**src/rtl/rx_descrambler_32.sv**
```systemverilog
// Receive-side 32-bit descrambler, four symbols per pclk, LFSR x^16+x^5+x^4+x^3+1.
// Re-seeds on COM, freezes on SKP and descrambles data symbols only once locked.
module rx_descrambler_32 (
  input  logic        pclk,
  input  logic        reset_n,
  input  logic        descramble_en,
  input  logic [31:0] rx_data,
  input  logic [3:0]  rx_datak,
  input  logic        rx_valid,
  output logic [31:0] data_out,
  output logic [3:0]  datak_out,
  output logic        data_valid,
  output logic        locked
);

  typedef enum logic {
    ST_UNLOCKED = 1'b0,
    ST_LOCKED   = 1'b1
  } lock_state_t;

  localparam logic [15:0] LFSR_SEED = 16'hFFFF;
  localparam logic [7:0]  SYM_COM   = 8'hBC;
  localparam logic [7:0]  SYM_SKP   = 8'h1C;

  lock_state_t state_r;
  lock_state_t state_nxt_s;
  logic [15:0] lfsr_r;
  logic [15:0] lfsr_nxt_s;
  logic [15:0] q_s;
  logic        lock_s;
  logic [23:0] step_s;
  logic [7:0]  byte_s;
  logic [31:0] desc_s;

  // Eight serial LFSR steps: returns {keystream byte, advanced state}; bit i is q[15] before step i.
  function automatic logic [23:0] lfsr_byte(input logic [15:0] q_in);
    logic [15:0] q;
    logic [7:0]  k;
    q = q_in;
    k = 8'h00;
    for (int i = 0; i < 8; i++) begin
      k[i] = q[15];
      q    = {q[14:0], 1'b0} ^ (q[15] ? 16'h0039 : 16'h0000);
    end
    return {k, q};
  endfunction

  // Per-byte descramble with the LFSR state and lock status chained across the four symbols.
  always_comb begin
    q_s    = lfsr_r;
    desc_s = rx_data;
    step_s = 24'h000000;
    byte_s = 8'h00;
    case (state_r)
      ST_LOCKED: lock_s = 1'b1;
      default:   lock_s = 1'b0;
    endcase
    for (int b = 0; b < 4; b++) begin
      byte_s = rx_data[8*b +: 8];
      step_s = lfsr_byte(q_s);
      if (rx_datak[b] && (byte_s == SYM_COM)) begin
        q_s    = LFSR_SEED;
        lock_s = 1'b1;
      end else if (rx_datak[b] && (byte_s == SYM_SKP)) begin
        q_s = q_s;
      end else if (rx_datak[b]) begin
        q_s = step_s[15:0];
      end else if (lock_s) begin
        desc_s[8*b +: 8] = byte_s ^ step_s[23:16];
        q_s              = step_s[15:0];
      end else begin
        q_s = q_s;
      end
    end
  end

  // Next LFSR/lock state: bypass forces the seed and unlock; idle cycles hold.
  always_comb begin
    lfsr_nxt_s  = lfsr_r;
    state_nxt_s = state_r;
    if (!descramble_en) begin
      lfsr_nxt_s  = LFSR_SEED;
      state_nxt_s = ST_UNLOCKED;
    end else if (rx_valid) begin
      lfsr_nxt_s  = q_s;
      state_nxt_s = lock_s ? ST_LOCKED : ST_UNLOCKED;
    end else begin
      lfsr_nxt_s  = lfsr_r;
      state_nxt_s = state_r;
    end
  end

  // State registers.
  always_ff @(posedge pclk) begin
    if (!reset_n) begin
      lfsr_r  <= LFSR_SEED;
      state_r <= ST_UNLOCKED;
      locked  <= 1'b0;
    end else begin
      lfsr_r  <= lfsr_nxt_s;
      state_r <= state_nxt_s;
      locked  <= (state_nxt_s == ST_LOCKED);
    end
  end

  // Registered output word; data and K flags hold across invalid cycles.
  always_ff @(posedge pclk) begin
    if (!reset_n) begin
      data_out   <= 32'h00000000;
      datak_out  <= 4'b0000;
      data_valid <= 1'b0;
    end else if (rx_valid) begin
      data_out   <= descramble_en ? desc_s : rx_data;
      datak_out  <= rx_datak;
      data_valid <= 1'b1;
    end else begin
      data_valid <= 1'b0;
    end
  end

endmodule

```
**config.mk**
```make
export PLATFORM = sky130hd
export DESIGN_NAME = rx_descrambler_32
export DESIGN_NICKNAME = d
export VERILOG_FILES = /design/src/rtl/rx_descrambler_32.sv
export SDC_FILE = /design/constraint.sdc
export NUM_CORES = 1
export LEC_CHECK = 0
export CAP_MARGIN = 20
export CORE_ASPECT_RATIO = 0.7
export CORE_MARGIN = 3
export CORE_UTILIZATION = 50
export CTS_CLUSTER_SIZE = 28
export DETAILED_ROUTE_END_ITERATION = 10
export PLACE_DENSITY_LB_ADDON = 0.12
export SYNTH_ARGS = -nofsm -noshare
export SYNTH_HDL_FRONTEND = slang
export SYNTH_SLANG_ARGS = --single-unit
```
**constraint.sdc**
```tcl
create_clock -name pclk -period 3.3 [get_ports pclk]
set_input_delay 0.33 -clock pclk [delete_from_list [all_inputs] [get_ports pclk]]
set_output_delay 0.33 -clock pclk [all_outputs]
set_load 0.01 [all_outputs]
```
# Word-level counts from Yosys, hierarchy flattened

Index checks and enable logic that the tools add are counted.

Flip-flop bits (word level): 54
Output and inout bits: 38
Input port bits: 40
Word-level logic and storage cells: 130

Reduce and logical (&&, ||, !) cells: 9
Equal/unequal tests: 8
Muxes and demuxes: 72
Bitwise logic cells: 36

Operators by type and width:

| operator           | number |
|---|---|
| $xor 16x6->16      | 32 |
| $mux 16            | 16 |
| $mux 6             | 32 |
| $mux 8             | 16 |
| $eq 8x5->1 const B | 4 |
| $eq 8x8->1 const B | 4 |
| $mux 32            | 1 |
| $xor 8x8->8        | 4 |
| $logic_and 1x1->1  | 8 |
| $mux 1             | 7 |
| $reduce_and 2->1   | 1 |

# Depth between registers and ports, before layout

Gate-level depths: netlist (run 1).

Word-level depth: 80
Gate-level depth with buffers: 14
Gate-level depth less buffers: 11

# Worst setup path after synthesis (run 1)

No wires, ideal clock.

Kind: input to register
Start point: input port rx_datak[0]
End point: register lfsr_r[9]
Arrival: 3.155 ns
Setup time: 0.122 ns
Setup slack: 0.023 ns
Path buffers: 1
Required time: 3.178 ns
Stages on the path: 12
Path through: buf_4 -> and4bb_2 -> a31oi_4 -> mux2_2 -> or3_1 -> and3_1 -> or3_1 -> a31oi_2 -> mux2i_1 -> nand2_1 -> xnor2_1 -> o32a_1

Word-level cells in the longest chain between the ends: 41
Elaborated cells between the ends (all ways): 60
Those cells by class: 34 x mux; 24 x bitwise; 2 x reduce/logical

Ends and longest elaborated chain:

| element                                              | line   | RTL |
|---|---|---|
| start: declaration                                   | 8      | `input logic [3:0] rx_datak,` |
| $mux 16 or $logic_and 1x1->1 (tied branches)         | 66, 64 |  |
| $mux 16                                              | 64     | `end else if (rx_datak[b] && (byte_s == SYM_SKP)) begin` |
| $mux 16                                              | 61     | `if (rx_datak[b] && (byte_s == SYM_COM)) begin` |
| $xor 16x6->16                                        | 43     | `q = {q[14:0], 1'b0} ^ (q[15] ? 16'h0039 : 16'h0000);` |
| $mux 6 or $xor 16x6->16 (tied branches)              | 43     |  |
| $xor 16x6->16 or $mux 6 (tied branches) (6 in a row) | 43     |  |
| $xor 16x6->16 or $mux 16 (tied branches)             | 43, 68 |  |
| $mux 16 (on tied branches)                           | 68, 66 |  |
| [14 not listed]                                      | n/a    |  |
| $mux 16 (on tied branches)                           | 64, 61 |  |
| $mux 16 or $xor 16x6->16 (tied branches)             | 61, 43 |  |
| $xor 16x6->16 or $mux 6 (tied branches) (3 in a row) | 43     |  |
| $xor 16x6->16 (5 in a row)                           | 43     |  |
| $mux 16                                              | 68     | `end else if (lock_s) begin` |
| $mux 16                                              | 66     | `end else if (rx_datak[b]) begin` |
| $mux 16 *                                            | 64     |  |
| $mux 16 *                                            | 61     |  |
| end signal: assignment                               | 100    | `lfsr_r <= lfsr_nxt_s;` |
| end: declaration                                     | 27     | `logic [15:0] lfsr_r;` |

Every way passes the cells marked *; elsewhere a longest branch is shown, timed or not.
A chain may end at the register's enable or synchronous reset.

# Final worst setup path (run 1)

Start point: input port rx_data[4]
End point: register lfsr_r[8]

Word-level cells in the longest chain between the ends: 42
Elaborated cells between the ends (all ways): 62
Those cells by class: 2 x eq/ne; 34 x mux; 24 x bitwise; 2 x reduce/logical

Ends and longest elaborated chain:

| element                                              | line   | RTL |
|---|---|---|
| start: declaration                                   | 7      | `input logic [31:0] rx_data,` |
| $eq 8x5->1                                           | 64     |  |
| $logic_and 1x1->1                                    | 64     |  |
| $mux 16                                              | 64     |  |
| $mux 16                                              | 61     |  |
| $xor 16x6->16 (2 in a row)                           | 43     |  |
| $mux 6 or $xor 16x6->16 (tied branches)              | 43     |  |
| $xor 16x6->16 or $mux 6 (tied branches) (5 in a row) | 43     |  |
| $xor 16x6->16 or $mux 16 (tied branches)             | 43, 68 |  |
| [16 not listed]                                      | n/a    |  |
| $mux 16 or $xor 16x6->16 (tied branches)             | 61, 43 |  |
| $xor 16x6->16                                        | 43     |  |
| $xor 16x6->16 or $mux 6 (tied branches) (3 in a row) | 43     |  |
| $xor 16x6->16 (4 in a row)                           | 43     |  |
| $mux 16                                              | 68     |  |
| $mux 16                                              | 66     |  |
| $mux 16 *                                            | 64     |  |
| $mux 16 *                                            | 61     |  |

Marked as above.

==> reports/qor_table.md, run 1 <==
| Step | Quantity | Reported |
| --- | --- | --- |
| run status | Result of the run | complete, but fails checks |
| run status | Violated checks | setup timing |
| synth | Register area share after synthesis | 21.9% |
| floorplan | Starting density of the core | 53.1% |
| floorplan | Total die area | 11,100 sq um |
| critical path | Cells traversed along the worst timing path | dlygate4sd2_1, buf_4, and3b_1, and4_1, buf_4, a211oi_4, xnor2_2, xnor2_2, a211oi_4, buf_4, xnor2_1, a21oi_1, and3b_1, o21ai_0, nand2_1 |
| route | Vias per cell | 6.12 |
| final layout | Relative area change from synthesis to final layout | 48.6% |
| critical path | Largest incremental delay on the critical path | 390 ps |
| grt | Pin count of the biggest net entering global routing | 58 |
| sta | Worst setup skew after layout | 4.73 ps |
| floorplan | Die W | 125 microns |
| critical path | Worst Path Class, Setup | input pin to flop |
| clocking | Max Buffers Root-to-Sink | 2 |
| synth | Top cell type by total area after synthesis | sky130_fd_sc_hd__dfxtp_1 |
| route | Via total after detailed routing | 5,783 |
| run | Max-cap viol count | 0 |
| sta | Post-route minimum period | 3310 ps |
| grt | First-pass GRT wire length | 29,400 microns |
| grt | Leftover overflow at the end of global routing | 0 |
| sta | Unrepaired setup endpoints after global routing | yes |
| clocking | Clk slew on worst S/H paths | 80 ps |
| sta | Worst Setup Slack, final | -6.28 ps |
| synth | Top cell type's share of synthesized area | 21.9% |
| route | Final routed wirelength across all metal layers | 19,900 microns |
| floorplan | CORE AREA | 9330 sq um |
| route | First-pass iteration count of the detailed router | 5 |
| synth | Synthesized netlist cell count | 622 |
| critical path | Cell with the largest stage delay on the worst path | sky130_fd_sc_hd__a211oi_4 |
| route | Detail Route Antenna Nets | 0 |
| sta | Final hold violations | 0 |
| sta | Setup TNS | -6.28 ps |
| synth | Distinct cells, synth | 84 |
| floorplan | Y dimension of the die | 89.2 microns |
| grt | Vias in the first global route | 5,280 |
| critical path | Crit-path most repeated cell | sky130_fd_sc_hd__buf_4 |
| route | Final routed wire length divided by cell count | 21.1 microns |
| sta | Final worst path period share | 100% |
| clocking | Number of buffers inserted during clock tree synthesis | 5 |
| clocking | CTS tree | done |
| route | Count of unresolved DRC violations after routing | 0 |
| sta | Highest attainable clock frequency | 302 MHz |
| floorplan | Number of core rows | 29 |
| placed design | Port buffer count | 77 |
| clocking | Number of hold buffers added after CTS | 0 |
| synth | Post-synth design cell area | 4950 sq um |
| synth | Syn Nets | 662 |
| synth | Avg Cell Area, Syn | 7.95 sq um |
| synth | Yosys synthesis warning count | 0 |
| synth | FF+latch count, synth | 54 |
| final layout | Diode insertion count for antenna repair | 0 |
| synth | Main area contributors after synthesis | sky130_fd_sc_hd__dfxtp_1, sky130_fd_sc_hd__xnor2_1, sky130_fd_sc_hd__xor2_1 |
| sta | Final setup vio count | 1 |
| final layout | Layout cell share with drive strength beyond 1 | 30.3% |
| floorplan | I/O pin count | 78 |
| final layout | Final core utilization | 78.8% |
| critical path | Category of the worst setup path capture point | flop |
| hold path | Type of the tightest min-delay check | input pin to flop |
| clocking | Clock Tree Root | sky130_fd_sc_hd__clkbuf_16 |
| final layout | Number of fillers in the final layout | 650 |
| sta | Max-slew headroom at the worst pin | 56.5% |
| sta | Measured slew at the worst slew-check pin | 651 ps |
| power | Power consumption | 4.08 mW |
| clocking | Clock Sink Count | 54 |
| final layout | Top library cells by usage in the layout, fill and taps aside | sky130_fd_sc_hd__buf_4, sky130_fd_sc_hd__nand2_1, sky130_fd_sc_hd__nor2_1 |
| critical path | Category of the worst setup path launch point | input pin |
| route | Violation count after the first detailed-route iteration | 662 |
| synth | Commonest register cell after synthesis | sky130_fd_sc_hd__dfxtp_1 |
| grt | Total global routing track utilization | 33.8% |
| critical path | CP arrival | 3470 ps |
| placed design | Detailed Place HPWL | 15,200 microns |
| synth | EDFF count, synth | 0 |
| power | IR Drop Worst-Case VDD | 0.400 mV |
| power | Pwr per Cell Area | 555 nW/um^2 |
| final layout | Most common cell after layout, fill and taps aside | sky130_fd_sc_hd__buf_4 |
| critical path | WP data required | 3470 ps |
| final layout | Number of nets in the final layout | 860 |
| clocking | CTS H-Tree Depth | 2 |
| sta | Pins over their slew limit | 0 |
| grt | Initial antenna violation count | 0 |
| clocking | Insertion delay of the later-clocked pin in the worst-skew pair | 300 ps |
| critical path | Maximum fanout along the worst path | 4 |
| placed design | Placer congestion estimate | 1.06 |
| synth | Post-synth ARST share | 0% |
| power | Leakage power of the design | 3.04 nW |
## synth_stat cells, types with 4 or more instances
cell type and n:
sky130_fd_sc_hd__clkbuf_1 24, sky130_fd_sc_hd__or2_2 4, sky130_fd_sc_hd__nor2b_1 4, sky130_fd_sc_hd__o22ai_1 7, sky130_fd_sc_hd__a21oi_1 32, sky130_fd_sc_hd__mux2i_1 14
sky130_fd_sc_hd__dfxtp_1 54, sky130_fd_sc_hd__mux2_2 5, sky130_fd_sc_hd__nand2_1 68, sky130_fd_sc_hd__buf_4 5, sky130_fd_sc_hd__o21ai_0 26, sky130_fd_sc_hd__buf_2 12
sky130_fd_sc_hd__a22oi_1 4, sky130_fd_sc_hd__nand3_1 14, sky130_fd_sc_hd__xnor3_1 5, sky130_fd_sc_hd__and3_1 7, sky130_fd_sc_hd__nor2_1 69, sky130_fd_sc_hd__a21o_1 5
sky130_fd_sc_hd__a311oi_1 8, sky130_fd_sc_hd__xor2_1 40, sky130_fd_sc_hd__a211oi_4 4, sky130_fd_sc_hd__or3_1 13, sky130_fd_sc_hd__nor3_1 11, sky130_fd_sc_hd__nand4_1 6
sky130_fd_sc_hd__nor4_1 5, sky130_fd_sc_hd__a211oi_1 22, sky130_fd_sc_hd__inv_1 7, sky130_fd_sc_hd__xnor2_1 50
## layer usage
layer | part of all wire, % | global-route usage (%)
met1 | 44 | 49.0
met2 | 42 | 50.0
met3 | 12 | 11.0
met4 | 1.5 | 5.61
met5 | 0 | 0
## final cells by class
class,instances,area [sq um],share of cell area (%)
sequential,54,1080,14.7
clock buffer,7,143,1.94
tap,124,155,2.11
inverter,7,26.3,0.357
clock inverter,1,8.76,0.119
timing repair buffer,237,2000,27.2
multi-input combinational,515,3940,53.5
## report_power, final
part / internal, mW / switching, mW / total [mW]
logic: 1.37 / 1.37 / 2.74
clock network: 0.307 / 0.265 / 0.572
registers: 0.710 / 0.0577 / 0.768
total: 2.39 / 1.69 / 4.08
## sequential cells by signal, summed over array words and instances, names as in the netlist
| register | flops |
|---|---|
| data_out | 32 |
| lfsr_r | 16 |
| state_r | 1 |
| datak_out | 4 |
| data_valid | 1 |
## path summary, 6_finish.rpt
kind	from	end	slack [ps]	cells after the start
hold / removal	rx_data[9]	data_out[9]	490	3
hold reg to reg	data_out[4]	data_out[4]	490	2
setup reg to reg	lfsr_r[9]	lfsr_r[6]	10	13
setup / recovery	rx_data[4]	lfsr_r[8]	-6	15
## critical path: cells and delay by family
family | cells | cell delay, ps
AOI/OAI and AO/OA | 4 | 1130
buffers and inverters | 4 | 850
and+or+nand+nor | 4 | 770
xor gates and xnor gates | 3 | 370
## repair_timing
action                                  CTS  global route
buffers inserted                          2             5
endpoints found under the hold margin     0             0
gates resized for setup                  39            43
pin swaps                                10            13
endpoints found under the setup margin   24            22
## stage by stage
| stage | instance area, sq um | cells | setup WS, ps | hold slack (ps) |
|---|---|---|---|---|
| 6_report | 7350 | 945 | -6.28 | 487 |
| 5_1_grt | 7350 | 945 | -11.8 | 499 |
| 4_1_cts | 7080 | 939 | 29.6 | 487 |
| 3_5_place_dp | 6780 | 929 | -683 | 482 |
| 3_3_place_gp | 6780 | 929 | -651 | 474 |
| 2_1_floorplan | 4950 | 622 | 22.9 | 457 |
## cells by family after synthesis
kind of cell | after synthesis | share of synthesized area (%)
AOI/OAI and AO/OA | 163 | 25.8
xor gates and xnor gates | 98 | 19.2
buffers and inverters | 53 | 5.08
DFF | 54 | 21.9
muxes | 19 | 3.97
and+or+nand+nor | 235 | 24.1
(Power assumes the default switching activity.)
==> run 2: changes to the inputs <==
--- a/config.mk
+++ b/config.mk
@@ -5,8 +5,7 @@
 export SDC_FILE = /design/constraint.sdc
 export NUM_CORES = 1
 export LEC_CHECK = 0
-export CAP_MARGIN = 20
-export CORE_ASPECT_RATIO = 0.7
+export CAP_MARGIN = 15
 export CORE_MARGIN = 3
 export CORE_UTILIZATION = 50
 export CTS_CLUSTER_SIZE = 28
==> run 2 against run 1 <==
  * The run now ends clean
  * Die area is 0.17% lower
  * Global-route usage is 1.1 points higher
  * Core utilization is 1.0 points lower
  * Clock power is 27% lower
  * Routed wire length is 1.2% lower
  * Sequential power hardly changed
==> reports/qor_table.md, run 2 (synthesized netlist as in run 1, its figures left out) <==
| Step | Quantity | Reported | Change |
| --- | --- | --- | --- |
| run status | Result of the run | finished clean |  |
| sta | Final hold violations | 0 | unchanged |
| final layout | Most flop-heavy register | data_out |  |
| power | IR Drop Worst-Case VDD | 0.323 mV | -19% |
| critical path | Category of the worst setup path capture point | flop |  |
| floorplan | I/O pin count | 78 | unchanged |
| final layout | Number of nets in the final layout | 871 | +1.3% |
| floorplan | Die W | 105 microns | -16% |
| floorplan | Number of core rows | 35 | +21% |
| grt | Pin count of the biggest net entering global routing | 58 | unchanged |
| critical path | Cells traversed along the worst timing path | clkdlybuf4s50_1, nand4b_1, buf_4, nor4_4, buf_4, nor4_1, a311o_1, o21ai_1, xor2_1, xnor2_2, o21ai_2, xor2_2, xnor2_1, a221oi_2 |  |
| clocking | CTS tree | done |  |
| grt | Total global routing track utilization | 34.9% | +1.1 points |
| critical path | Crit-path most repeated cell | sky130_fd_sc_hd__buf_4 |  |
| grt | Vias in the first global route | 5,767 | +9.2% |
| clocking | Clock Tree Root | sky130_fd_sc_hd__clkbuf_8 |  |
| grt | Initial antenna violation count | 0 | unchanged |
| sta | Worst Setup Slack, final | 30.5 ps | +36.8 ps |
| clocking | Insertion delay of the later-clocked pin in the worst-skew pair | 320 ps | +20 ps |
| run | Max-cap viol count | 0 | unchanged |
| placed design | Worst slack after detailed placement | -581 ps | +103 ps |
| sta | Measured slew at the worst slew-check pin | 915 ps | +264 ps |
| final layout | Flip-flop count of the largest register, all copies and words added | 32 | unchanged |
| final layout | Layout cell share with drive strength beyond 1 | 30.8% | +0.44 points |
| final layout | Top library cells by usage in the layout, fill and taps aside | sky130_fd_sc_hd__buf_4, sky130_fd_sc_hd__nand2_1, sky130_fd_sc_hd__nor2_1, sky130_fd_sc_hd__clkdlybuf4s50_1, sky130_fd_sc_hd__dfxtp_1 |  |
| clocking | Clock Sink Count | 54 | unchanged |
| clocking | CTS H-Tree Depth | 2 | unchanged |
| clocking | Number of buffers inserted during clock tree synthesis | 5 | unchanged |
| sta | Post-route minimum period | 3270 ps | -36.8 ps |
| sta | Setup TNS | 0 ps | +6.28 ps |
| sta | Pins over their slew limit | 0 | unchanged |
| sta | Hold_ws | 462 ps | -24.1 ps |
| critical path | Worst Path Class, Setup | input pin to flop |  |
| clocking | Max Buffers Root-to-Sink | 2 | unchanged |
| sta | Max-slew headroom at the worst pin | 38.9% | -18 points |
| final layout | Most common cell after layout, fill and taps aside | sky130_fd_sc_hd__buf_4 |  |
| critical path | Category of the worst setup path launch point | input pin |  |
| floorplan | Starting density of the core | 52.5% | -0.51 points |
| sta | Final setup vio count | 0 | -1 |
| sta | Unrepaired setup endpoints after global routing | yes |  |
| power | Leakage power of the design | 2.99 nW | -1.6% |
| critical path | Largest incremental delay on the critical path | 450 ps | +60 ps |
| sta | Final worst path period share | 99.1% | -1.1 points |
| sta | Highest attainable clock frequency | 306 MHz | +1.1% |
| critical path | WP data required | 3540 ps | +70 ps |
| route | Final routed wirelength across all metal layers | 19,700 microns | -1.2% |
| power | Pwr per Cell Area | 532 nW/um^2 | -4.2% |
| final layout | Top flop regs | data_out x32, lfsr_r x16, datak_out x4 |  |
| final layout | Diode insertion count for antenna repair | 0 | unchanged |
| sta | Worst setup skew after layout | 7.35 ps | +2.62 ps |
| route | Vias per cell | 6.03 | -1.5% |
| floorplan | Y dimension of the die | 105 microns | +18% |
| route | First-pass iteration count of the detailed router | 5 | unchanged |
| placed design | Port buffer count | 77 | unchanged |
| route | Count of unresolved DRC violations after routing | 0 | unchanged |
| grt | First-pass GRT wire length | 30,700 microns | +4.4% |
| grt | Leftover overflow at the end of global routing | 0 | unchanged |
| route | Final routed wire length divided by cell count | 20.5 microns | -2.9% |
| hold path | Type of the tightest min-delay check | input pin to flop |  |
| floorplan | Total die area | 11,100 sq um | -0.17% |
| critical path | CP arrival | 3510 ps | +40 ps |
| placed design | Detailed Place HPWL | 15,200 microns | +0.24% |
| floorplan | CORE AREA | 9420 sq um | +0.97% |
| critical path | Cell with the largest stage delay on the worst path | sky130_fd_sc_hd__clkdlybuf4s50_1 |  |
| final layout | Relative area change from synthesis to final layout | 48.1% |  |
| placed design | Placer congestion estimate | 0.982 | -7.6% |
| route | Violation count after the first detailed-route iteration | 501 | -24% |
| route | Via total after detailed routing | 5,795 | +0.21% |
| route | Detail Route Antenna Nets | 0 | unchanged |
| clocking | Clk slew on worst S/H paths | 110 ps | +30 ps |
| critical path | Maximum fanout along the worst path | 5 | +1 |
-- run 2: layout make-up --
cell class              count  area, sq um
inverters                   7         26.3
multi-input cells         515         3880
fillers                   729         2090
clock inverters             3         28.8
flip-flops and latches     54         1090
clock buffers               5         68.8
repair buffers            248         2070
well taps                 129          161
-- run 2: stage by stage --
step                      instances  power (mW)  instance area (sq um)  utilization (%)
final                           961        3.90                   7320             77.8
after global routing            961        4.09                   7320             77.8
after CTS                       958        3.73                   7190             76.3
after detailed placement        943        3.18                   6870             73.0
after global placement          943        3.15                   6870             73.0
after floorplan                 622        2.17                   4950                -
-- run 2: what timing repair did --
| action | in CTS | in global routing |
|---|---|---|
| pin swaps | 11 | 10 |
| setup endpoints to repair | 20 | 16 |
| gates cloned | 0 | 0 |
| buffers inserted | 7 | 3 |
| gates resized for setup | 41 | 29 |
| hold buffers | 0 | 0 |
-- run 2: where the power goes --
part	leakage, nW	switching [mW]	total [mW]	internal, mW
clock	0.0502	0.262	0.420	0.158
combinational	2.49	1.34	2.71	1.36
sequential	0.446	0.0599	0.771	0.711
-- run 2: critical path: cells and delay by family --
family                    cells  cell delay, ps
AOI/OAI and AO/OA             4            1040
buffers and inverters         3             830
xor gates and xnor gates      4             750
and+or+nand+nor               3             560
-- run 2: final timing paths --
kind                       end  slack (ps)         start  cells after the start
setup reg to reg     lfsr_r[5]          60    lfsr_r[15]                     13
hold reg to reg   data_out[22]         490  data_out[22]                      2
hold / removal    data_out[30]         460      rx_valid                      2
setup / recovery     lfsr_r[5]          30   rx_data[14]                     14
-- run 2: layer usage --
| metal | GRT usage (%) | vias to the layer above | routed length, microns |
|---|---|---|---|
| met2 | 59.5 | 324 | 9430 |
| met3 | 5.21 | 76 | 1550 |
| met5 | 0 | - | 0 |
| met4 | 16.5 | 0 | 1020 |
| li1 | - | 2656 | - |
| met1 | 43.1 | 2739 | 7690 |
